==> src/rtl/regfile_arbiter.sv <==
// Two-requester round-robin arbiter in front of a 4x16 register file.
// Each transaction takes one ACCESS cycle followed by one RESP cycle.
module regfile_arbiter (
  input  logic        clk,
  input  logic        rst,
  input  logic [1:0]  req_valid,
  input  logic [1:0]  req_write,
  input  logic [7:0]  req_addr,
  input  logic [31:0] req_wdata,
  output logic [1:0]  req_ready,
  output logic [1:0]  rsp_valid,
  output logic [15:0] rsp_data,
  output logic        busy,
  output logic        rf_write,
  output logic [3:0]  rf_wrAddr,
  output logic [15:0] rf_wrData,
  output logic [3:0]  rf_rdAddr,
  input  logic [15:0] rf_rdData
);

  typedef enum logic [1:0] {IDLE, ACCESS, RESP} stateT;

  stateT       state, nextState;
  logic        rrPtr;
  logic        winner;
  logic        wrFlag;
  logic [3:0]  addrReg;
  logic [15:0] wdataReg;
  logic [15:0] rspDataReg;
  logic        grant;
  logic        grantIdx;
  logic        inRange;
  logic        inAccess;
  logic        inResp;

  // Next-state and winner selection; rrPtr only matters when both requesters are valid.
  always_comb begin
    nextState = state;
    grant     = 1'b0;
    grantIdx  = (req_valid == 2'b11) ? rrPtr : req_valid[1];
    case (state)
      IDLE: begin
        if (|req_valid) begin
          nextState = ACCESS;
          grant     = 1'b1;
        end
      end
      ACCESS: nextState = RESP;
      RESP: begin
        if (|req_valid) begin
          nextState = ACCESS;
          grant     = 1'b1;
        end else begin
          nextState = IDLE;
        end
      end
      default: nextState = IDLE;
    endcase
  end

  always_ff @(posedge clk) begin
    if (rst) begin
      state      <= IDLE;
      rrPtr      <= 1'b0;
      winner     <= 1'b0;
      wrFlag     <= 1'b0;
      addrReg    <= 4'd0;
      wdataReg   <= 16'd0;
      rspDataReg <= 16'd0;
    end else begin
      state <= nextState;
      if (grant) begin
        winner   <= grantIdx;
        rrPtr    <= ~grantIdx;
        wrFlag   <= req_write[grantIdx];
        addrReg  <= req_addr[{grantIdx, 2'b00} +: 4];
        wdataReg <= req_wdata[{grantIdx, 4'b0000} +: 16];
      end
      // Writes and out-of-range reads complete with zero response data.
      if (state == ACCESS) begin
        rspDataReg <= (!wrFlag && inRange) ? rf_rdData : 16'd0;
      end
    end
  end

  assign inRange   = (addrReg[3:2] == 2'b00);
  assign inAccess  = (state == ACCESS) && !rst;
  assign inResp    = (state == RESP) && !rst;

  assign req_ready = inAccess ? (winner ? 2'b10 : 2'b01) : 2'b00;
  assign rsp_valid = inResp ? (winner ? 2'b10 : 2'b01) : 2'b00;
  assign rf_write  = inAccess && wrFlag && inRange;
  assign rsp_data  = rspDataReg;
  assign busy      = (state != IDLE);
  assign rf_wrAddr = addrReg;
  assign rf_rdAddr = addrReg;
  assign rf_wrData = wdataReg;

endmodule

==> config.mk <==
export PLATFORM = sky130hd
export DESIGN_NAME = regfile_arbiter
export DESIGN_NICKNAME = d
export VERILOG_FILES = /design/src/rtl/regfile_arbiter.sv
export SDC_FILE = /design/constraint.sdc
export NUM_CORES = 1
export LEC_CHECK = 0
export ABC_AREA = 1
export CAP_MARGIN = 20
export CORE_MARGIN = 3
export CORE_UTILIZATION = 41
export DETAILED_ROUTE_END_ITERATION = 7
export PLACE_DENSITY = 0.95
export SYNTH_ARGS = -nofsm -noshare
export SYNTH_HDL_FRONTEND = slang
export SYNTH_SLANG_ARGS = --single-unit
==> constraint.sdc <==
create_clock -name clk -period 3.4 [get_ports clk]
set_input_delay 1.02 -clock clk [delete_from_list [all_inputs] [get_ports clk]]
set_output_delay 1.02 -clock clk [all_outputs]
set_load 0.01 [all_outputs]
Word-level counts from Yosys, hierarchy flattened
Index checks and enable logic that the tools add are counted.
{"block": "op_classes", "n_addsub": 0, "n_reduce_logical": 12, "n_bitwise": 1, "magnitude_cmp": 1, "mux": 12, "shifts": 2, "multipliers": 0, "div_mod_pow": 0, "n_eq_ne": 4}
{"cell": "$shiftx 32x6->16", "n": 1}
{"cell": "$mux 16", "n": 1}
{"cell": "$mux 2", "n": 4}
{"cell": "$shiftx 8x4->4", "n": 1}
{"cell": "$mux 1", "n": 6}
{"cell": "$pmux 2 s3", "n": 1}
{"cell": "$logic_and 1x1->1", "n": 5}
{"cell": "$eq 2x2->1 const B", "n": 2}
{"cell": "$logic_not 2->1", "n": 2}
{"cell": "$reduce_or 2->1", "n": 2}
{"cell": "$eq 2x1->1 const B", "n": 1}
{"cell": "$logic_not 1->1", "n": 2}
{"cell": "$lt 1x2->1 const B", "n": 1}
{"cell": "$ne 2x2->1 const B", "n": 1}
{"cell": "$reduce_bool 2->1", "n": 1}
{"cell": "$not 1->1", "n": 1}
{"block": "totals", "mem_count": 0, "latchBits": 0, "ram_bits": 0, "word_cells": 39, "mem_bits_ro": 0, "register_bits": 41}

Logic depth before layout (Yosys ltp)
{"block": "logic_depth", "word_depth": 4, "ltp_mapped": 8, "ltp_nobuf": 7}

Least setup slack after synthesis
OpenSTA, ideal clock, no wires.
{"block": "synth_path", "kind": "input to output", "startpoint": "input rst", "endpoint": "output rf_write", "path_stages": 6, "arrival_ns": 1.645, "setup_slack_ns": 0.735, "path_buffers": 1, "cell_sequence": "buf_2 > inv_1 > nand2_1 > inv_1 > nand2_1 > nor2_1"}
{"block": "synth_between", "elab_chain_cells": 4}
{"element": "start: declaration", "line_no": "5", "rtl": "input logic rst,"}
{"element": "$logic_not 1->1", "line_no": "87", "rtl": "assign inAccess = (state == ACCESS) && !rst;"}
{"element": "$logic_and 1x1->1", "line_no": "87"}
{"element": "$logic_and 1x1->1 (2 in series)", "line_no": "92", "rtl": "assign rf_write = inAccess && wrFlag && inRange;"}
{"element": "end: declaration", "line_no": "14", "rtl": "output logic rf_write,"}
Every way passes these cells.

Worst setup path after layout
{"block": "layout_path", "startpoint": "input rst", "endpoint": "output req_ready[0]"}
{"block": "layout_between", "elab_chain_cells": 3}
{"element": "$logic_not 1->1", "line_no": "87"}
{"element": "$logic_and 1x1->1", "line_no": "87"}
{"element": "$mux 2", "line_no": "90", "rtl": "assign req_ready = inAccess ? (winner ? 2'b10 : 2'b01) : 2'b00;"}
{"element": "end: declaration", "line_no": "10", "rtl": "output logic [1:0] req_ready,"}
Every way passes these cells.

==> results_dict.tcl <==
set metrics [dict create \
    first_pass_iters 4 \
    synth_nets 342 \
    cts-resized-gates 0 \
    dpl.hpwl_um 4160 \
    drt-met1-wl_um 2290 \
    path_class "input port to primary output" \
    area_growth_syn_to_layout_pct 62.5 \
    period_needed_ns 3.31 \
    topRoutingLayerUsed "met4" \
    synthCells 280 \
    hold_path_depth 2 \
    setup_viol 0 \
    htree_levels 2 \
    fin_skew_ns 0.00639 \
    drt_wl_total_um 5680 \
    hold_viol_final 0 \
    maxCapViolations 0 \
    via_per_inst 4.97 \
    synth-warning-count 0 \
    tns_ns 0 \
    rows 24 \
    die_h_um 74.1 \
    die_area_um2 5500 \
    dp.cells 424 \
    start_util_pct 43.1 \
    postCtsHoldBufs 0 \
    outcome "complete, no violations" \
    clkTransAtPathRegs_ns 0.07 \
    synth_cell_types 19 \
    worstSetupEndpointType "primary output" \
    p_leak_nw 1.42 \
    finalMaxSlewViolations 0 \
    coreArea_um2 4410 \
    syn_area_um2 1900 \
    clock_latency_ns 0.29 \
    ir_worst_vdd_mv 0.271 \
    io_pins 108 \
    worstMarginPinSlew_ns 0.391 \
    wl_met2_um 2610 \
    track_usage_pct 21.3 \
    cts_setup_buffers 0 \
    power-per-cell-area_nw_per_um2 419 \
    drive_above_1_share_pct 6.05 \
    antenna_found_initial 0 \
    diodes 0 \
    synth-seq-cells 41 \
    clock_sinks 41 \
    rsz0062_at_grt "false" \
    wire_per_inst_um 13.1 \
    final-seq-area_um2 821 \
    hold_class "flip-flop to flip-flop" \
    dr_wl_met3_um 720 \
    ff2ff_path_depth 8 \
    vias 2148 \
    postRouteAntennaNets 0 \
    grt_overflow_total 0 \
    grt_first_pass_wirelength_um 9060 \
    cts_tree "built" \
    start_kind "input port" \
    grt_max_degree 33 \
    yosysTopAreaCellShare_pct 43.1 \
    synth_area_per_cell_um2 6.80 \
    crit_required_ns 2.38 \
    drtIter0Drc 114 \
    cts_buffers 5 \
    gp_congestion 0.794 \
    synth_seq_area_share_pct 43.1 \
    nNetsFinal 441 \
    synth_area_leaders "dfxtp_1 43%, nand2_1 12%, nor2_1 9.7%" \
    ctsRootBufferMaster "clkbuf_8" \
    period_share_pct 97.3 \
    multiInputGateArea_um2 865 \
    dieWidth_um 74.1 \
    cp.arrival_ns 2.29 \
    total_power_w 0.00129 \
    fmax_mhz 302 \
    crit_fanout 3 \
    fin_util_pct 70.1 \
    port_buffers 107 \
    drc 0 \
    post-synth-top-area-cell "dfxtp_1" \
    first_global_vias 2015 \
    instances_no_fill 432 \
    fillers 359 \
    clockBufferDepth 2 \
    max_slew_margin_pct 74.0 \
]
-- critical path: stages --
cell and delay (ns):
clkdlybuf4s50_1 0.42, inv_1 0.10, nand2_1 0.09, nor2_1 0.10, clkdlybuf4s50_1 0.56
-- cell families (layout without fill, tap and decap cells) --
group                  count (synthesis)  after routing  share of synthesized area (%)
AOI/OAI and AO/OA                     35             35                           9.40
buffers and inverters                 48            148                           11.4
DFF                                   41             41                           43.1
and+or+nand+nor                      156            156                           36.0
-- Yosys cell counts, drive strengths merged --
| cell type | n |
|---|---|
| a21oi | 18 |
| buf | 15 |
| clkbuf | 7 |
| inv | 26 |
| nand2 | 65 |
| nand3 | 16 |
| or2 | 2 |
| dfxtp | 41 |
| nand4 | 21 |
| nor2 | 52 |
| o21ai | 17 |
-- layout by cell type, fill, tap and decap left out --
cell | Yosys | final
clkbuf_8 | 0 | 6
buf_4 | 6 | 7
dfxtp_1 | 41 | 41
nor2_2 | 1 | 1
a21oi_1 | 18 | 18
clkbuf_1 | 7 | 1
bufinv_16 | 0 | 1
nor2_1 | 49 | 49
clkdlybuf4s50_1 | 0 | 105
o21ai_2 | 1 | 1
dlymetal6s2s_1 | 0 | 2
nand2_1 | 63 | 63
o21ai_0 | 16 | 16
nand2_2 | 2 | 2
nor2_4 | 2 | 2
inv_1 | 25 | 25
or2_2 | 2 | 2
nand3_1 | 16 | 16
inv_2 | 1 | 1
nand4_1 | 21 | 21
-- routing by layer --
layer  up-vias  global-route usage [%]
met3         7                    9.32
met5         -                       0
li1       1088                       -
met2       102                    34.9
met4         0                    6.24
met1       951                    25.2
-- flip-flops by register name, summed over array words and instances, names as in the netlist --
signal,flops
rf_wrData,16
rsp_data,16
rf_rdAddr,4
state,2
rrPtr,1
winner,1
wrFlag,1
-- area by class of cell --
type / instances / area share, %
multi-input combinational: 191 / 28.0
inverter: 26 / 3.16
clock buffer: 7 / 2.79
tap: 52 / 2.10
clock inverter: 1 / 0.971
timing repair buffer: 114 / 36.5
sequential: 41 / 26.5
-- metrics by stage --
| stage | hold slack, ns | instance area [um^2] | setup slack [ns] |
|---|---|---|---|
| after global routing | 0.503 | 3090 | 0.0145 |
| after floorplan | 0.444 | 1900 | 0.735 |
| after global placement | 0.454 | 2970 | 0.0351 |
| after detailed placement | 0.473 | 2970 | 0.0162 |
| final | 0.478 | 3090 | 0.0921 |
| after CTS | 0.484 | 3090 | 0.00978 |
-- power by group --
group | internal [W] | switching [W] | total [W]
clock | 0.000239 | 0.000162 | 0.000401
combinational | 0.000186 | 0.000159 | 0.000345
sequential | 0.000522 | 0.0000259 | 0.000548
-- worst paths after layout --
check	startpoint	endpoint	slack (ns)
max reg2reg	state[0]$_SDFFE_PP0P_	rf_wrData[15]$_SDFFE_PP0P_	1.89
min reg2reg	rrPtr$_SDFFE_PP0P_	rrPtr$_SDFFE_PP0P_	0.48
min	rrPtr$_SDFFE_PP0P_	rrPtr$_SDFFE_PP0P_	0.48
max	rst	req_ready[0]	0.09
(Power assumes the default switching activity.)
==> variant 1, RTL diff (config.mk and constraints unchanged) <==
The 3 states of `stateT` get a one-hot encoding in 3 bits.
--- a/src/rtl/regfile_arbiter.sv
+++ b/src/rtl/regfile_arbiter.sv
@@ -19,5 +19,5 @@
 );
 
-  typedef enum logic [1:0] {IDLE, ACCESS, RESP} stateT;
+  typedef enum logic [2:0] {IDLE = 3'b001, ACCESS = 3'b010, RESP = 3'b100} stateT;
 
   stateT       state, nextState;
Function: same outputs for any inputs over 10 cycles, from zero or initial values and one cycle with rst high; not proved beyond that.
==> variant 1 against the original RTL <==
  * Total power is 3.8% higher
  * Routed wire length fell by 1.3%
  * Sequential share of layout area grew 0.68 points
  * Worst setup slack lost 0.027 ns
  * Sequential cell count up 1
  * Count of clock-buffer cells in the layout decreased by 1
  * Global-route usage shrank 1.4 points
  * Synthesized area up 1.3%
  * Largest cell class unchanged
  * Cell area fell by 0.12%
  * Non-clock buffer count grew 1
  * Clock power fell by 4%
==> variant 1: results (changes against the original RTL) <==
outcome:
  status: "finished, final reports clean"
synthesis:
  ys_seq_area_share_pct: 43.6  # +0.48 points
  synth_fp_nets: 334  # -2.3%
  synth-compound-area-share_pct: 15.1  # +5.7 points
  yosys_warnings: 0  # unchanged
  yosys-top-cells-area: "dfxtp_1, nand2_1, a21oi_1"
drt:
  vias: 2081  # -3.1%
  met3_length_um: 233  # -68%
  drtIter0Drc: 112  # -1.8%
  dr_wl_met2_um: 3010  # +15%
  vias_per_cell: 4.90  # -1.5%
  routed_wl_um: 5610  # -1.3%
place:
  post-place-ws_ns: -0.0808  # -0.0970 ns
  dp_cells: 417  # -1.7%
  gp_congestion: 0.785  # -1.0%
  dpl_cell_area_um2: 2980  # +0.38%
power_and_ir_drop:
  leakage_nw: 1.30  # -8.7%
  p_clk_uw: 383  # -4%
  comb_power_share_pct: 29.2  # +2.5 points
  p_sw_share_pct: 28.7  # +1.9 points
  vdd_drop_max_mv: 0.211  # -22%
finish:
  multi_input_area_um2: 923  # +6.8%
  buf_share_pct: 36.5  # about the same
  nNonClkInverters: 6  # -77%
  buffers: 115  # +0.88%
  seq_share_pct: 27.2  # +0.68 points
  nClkBuffers: 6  # -1
  fillerInstances: 387  # +7.8%
  final_cell_area_um2: 3090  # -0.12%
  drive_above_1_share_pct: 6.97  # +0.92 points
  clock_area_share_pct: 3.56  # -0.20 points
grt:
  grt_use_met2_pct: 37.6  # +2.6 points
  grt_use_met1_pct: 21.8  # -3.4 points
  grt_pass1_wl_um: 8510  # -6.1%
  grt_usage_pct: 19.9  # -1.4 points
  met3_usage_pct: 4.86  # -4.5 points
  grt_pass1_vias: 1907  # -5.4%
critical_path:
  rr_startpoint: "rrPtr"
  slowest_delay_ns: 0.54  # -0.02 ns
  critPathArrivalTime_ns: 2.32  # +0.03 ns
timing:
  skew_ns: 0.00400  # -0.00239 ns
  slew_headroom_pct: 52.9  # -21 points
clock_tree:
  cts.repair.resized: 3  # +3
==> variant 1: cell types whose count changed in the layout (fill, tap and decap cells not counted), moves of 2 or more <==
cell,delta
nand2_1,+43
nor2_1,-41
nand4_1,-21
a21oi_1,+19
inv_1,-19
nand3_1,+8
a21oi_2,+3
dlygate4sd2_1,+3
dlymetal6s2s_1,-2
==> variant 1: per-stage QoR <==
| stage | hold slack, ns | TNS (ns) |
|---|---|---|
| after floorplan | 0.439 | 0 |
| after global placement | 0.451 | -0.00124 |
| after detailed placement | 0.456 | -0.124 |
| after CTS | 0.468 | 0 |
| after global routing | 0.483 | 0 |
| final | 0.467 | 0 |
==> variant 1: final timing paths <==
check	end	slack (ns)	cells past startpoint
setup / recovery	rsp_valid[1]	0.06	5
hold reg to reg	rrPtr	0.47	2
setup reg to reg	wrFlag	2.00	7
hold / removal	rrPtr	0.47	2
==> variant 2, RTL diff (same flow settings) <==
Made on the original files. Reset style: asynchronous (`rst`), changed in one clocked block.
--- a/src/rtl/regfile_arbiter.sv
+++ b/src/rtl/regfile_arbiter.sv
@@ -59,5 +59,5 @@
   end
 
-  always_ff @(posedge clk) begin
+  always_ff @(posedge clk or posedge rst) begin
     if (rst) begin
       state      <= IDLE;
Function: differs if rst is asserted again (counterexample within 4 cycles, from zero or initial values and one cycle with rst high); with rst held inactive, the same outputs for 10 cycles.
==> variant 2 against the original RTL <==
  * Total power increased by 18%
  * Worst hold slack better by 0.020 ns
  * Sequential cell count unchanged
  * Worst setup slack improved by 0.0047 ns
  * Routed wire length is 0.53% lower
  * Global-route usage decreased by 0.40 points
  * Cell area shrank 1.1%
  * Synthesized area rose by 1.8%
  * Critical endpoint unchanged
==> variant 2: results (changes against the original RTL) <==
drt:
  wl_per_cell_um: 15.2  # +16%
  vias_per_cell: 5.40  # +8.7%
  wl_met1_um: 2420  # +5.6%
  dr_wl_met2_um: 2850  # +9.3%
  drtIter0Drc: 138  # +21%
  met3_length_um: 367  # -49%
power_and_ir_drop:
  vdd_drop_max_mv: 0.299  # +10%
  power.share.clock_pct: 19.4  # -12 points
  leakage_nw: 1.29  # -9.0%
  comb_power_share_pct: 38.0  # +11 points
finish:
  synthToLayoutAreaGrowth_pct: 58.0
  drive_above_1_share_pct: 5.31  # -0.74 points
  nets: 381  # -14%
critical_path:
  worst-r2r-cell-count: 6  # -2
  rr_startpoint: "rrPtr"
  r2r-end: "rf_wrData[9]"
  path_max_fanout: 4  # +1
  r2r_slack_ns: 1.68  # -0.21 ns
outcome:
  status: "finished, final reports clean"
synthesis:
  async_flop_share_pct: 100  # +100 points
  synth_fp_nets: 283  # -17%
  ys_seq_area_share_pct: 53.0  # +9.8 points
  yosys.cell_types.count: 18  # -1
  synthTopCellsByCount: "nand2_1, nand3_1, dfrtp_1, o21ai_0, nand4_1"
  synthFlopType: "dfrtp_1"
  yosys-top-cells-area: "dfrtp_1, nand3_1, nand2_1"
min_path:
  min_to: "rf_wrData[15]"
  hold_start: "rf_wrData[15]"
timing:
  skew_ns: 0.00647  # +0.0000839 ns
  max_freq_mhz: 303  # +0.14%
  worst_pin_slew_ns: 0.945  # +0.555 ns
  holdWs_ns: 0.499  # +0.0205 ns
grt:
  grt_pass1_vias: 1954  # -3.0%
  grt_use_met2_pct: 35.6  # +0.67 points
  met3_usage_pct: 5.21  # -4.1 points
  grt_max_degree: 40  # +21%
  grt_usage_pct: 20.9  # -0.40 points
place:
  gp_congestion: 0.740  # -6.8%
  dp.final_hpwl_um: 4020  # -3.5%
  dp_cells: 364  # -14%
[variant 2: changes by cell type after synthesis, sizes merged]
cell,delta
dfxtp,-41
dfrtp,+41
o21ai,+18
nor2,-43
nand3,+27
or2,-1
clkbuf,-1
a21oi,-18
inv,-21
nand2,-21
buf,+1
[variant 2: cell families (layout without fill, tap and decap cells)]
kind of cell           Yosys count  in the layout  share of synthesized area [%]
AO/OA/AOI/OAI                   35             35                           9.24
buffers and inverters           27            126                           8.07
flip-flops                      41             41                           53.0
AND/OR/NAND/NOR                118            118                           29.7
[variant 2: final cells by class]
cell class | instances | area (µm²)
inverters | 5 | 18.8
flip-flops and latches | 41 | 1030
well taps | 52 | 65.1
repair buffers | 113 | 1120
multi-input cells | 153 | 754
clock buffers | 8 | 80.1
fillers | 349 | 1380
[variant 2: critical path, cell delays in order]
cell             delay [ns]
clkdlybuf4s50_1        0.41
inv_2                  0.08
nand2_1                0.11
nor2_1                 0.11
clkdlybuf4s50_1        0.55
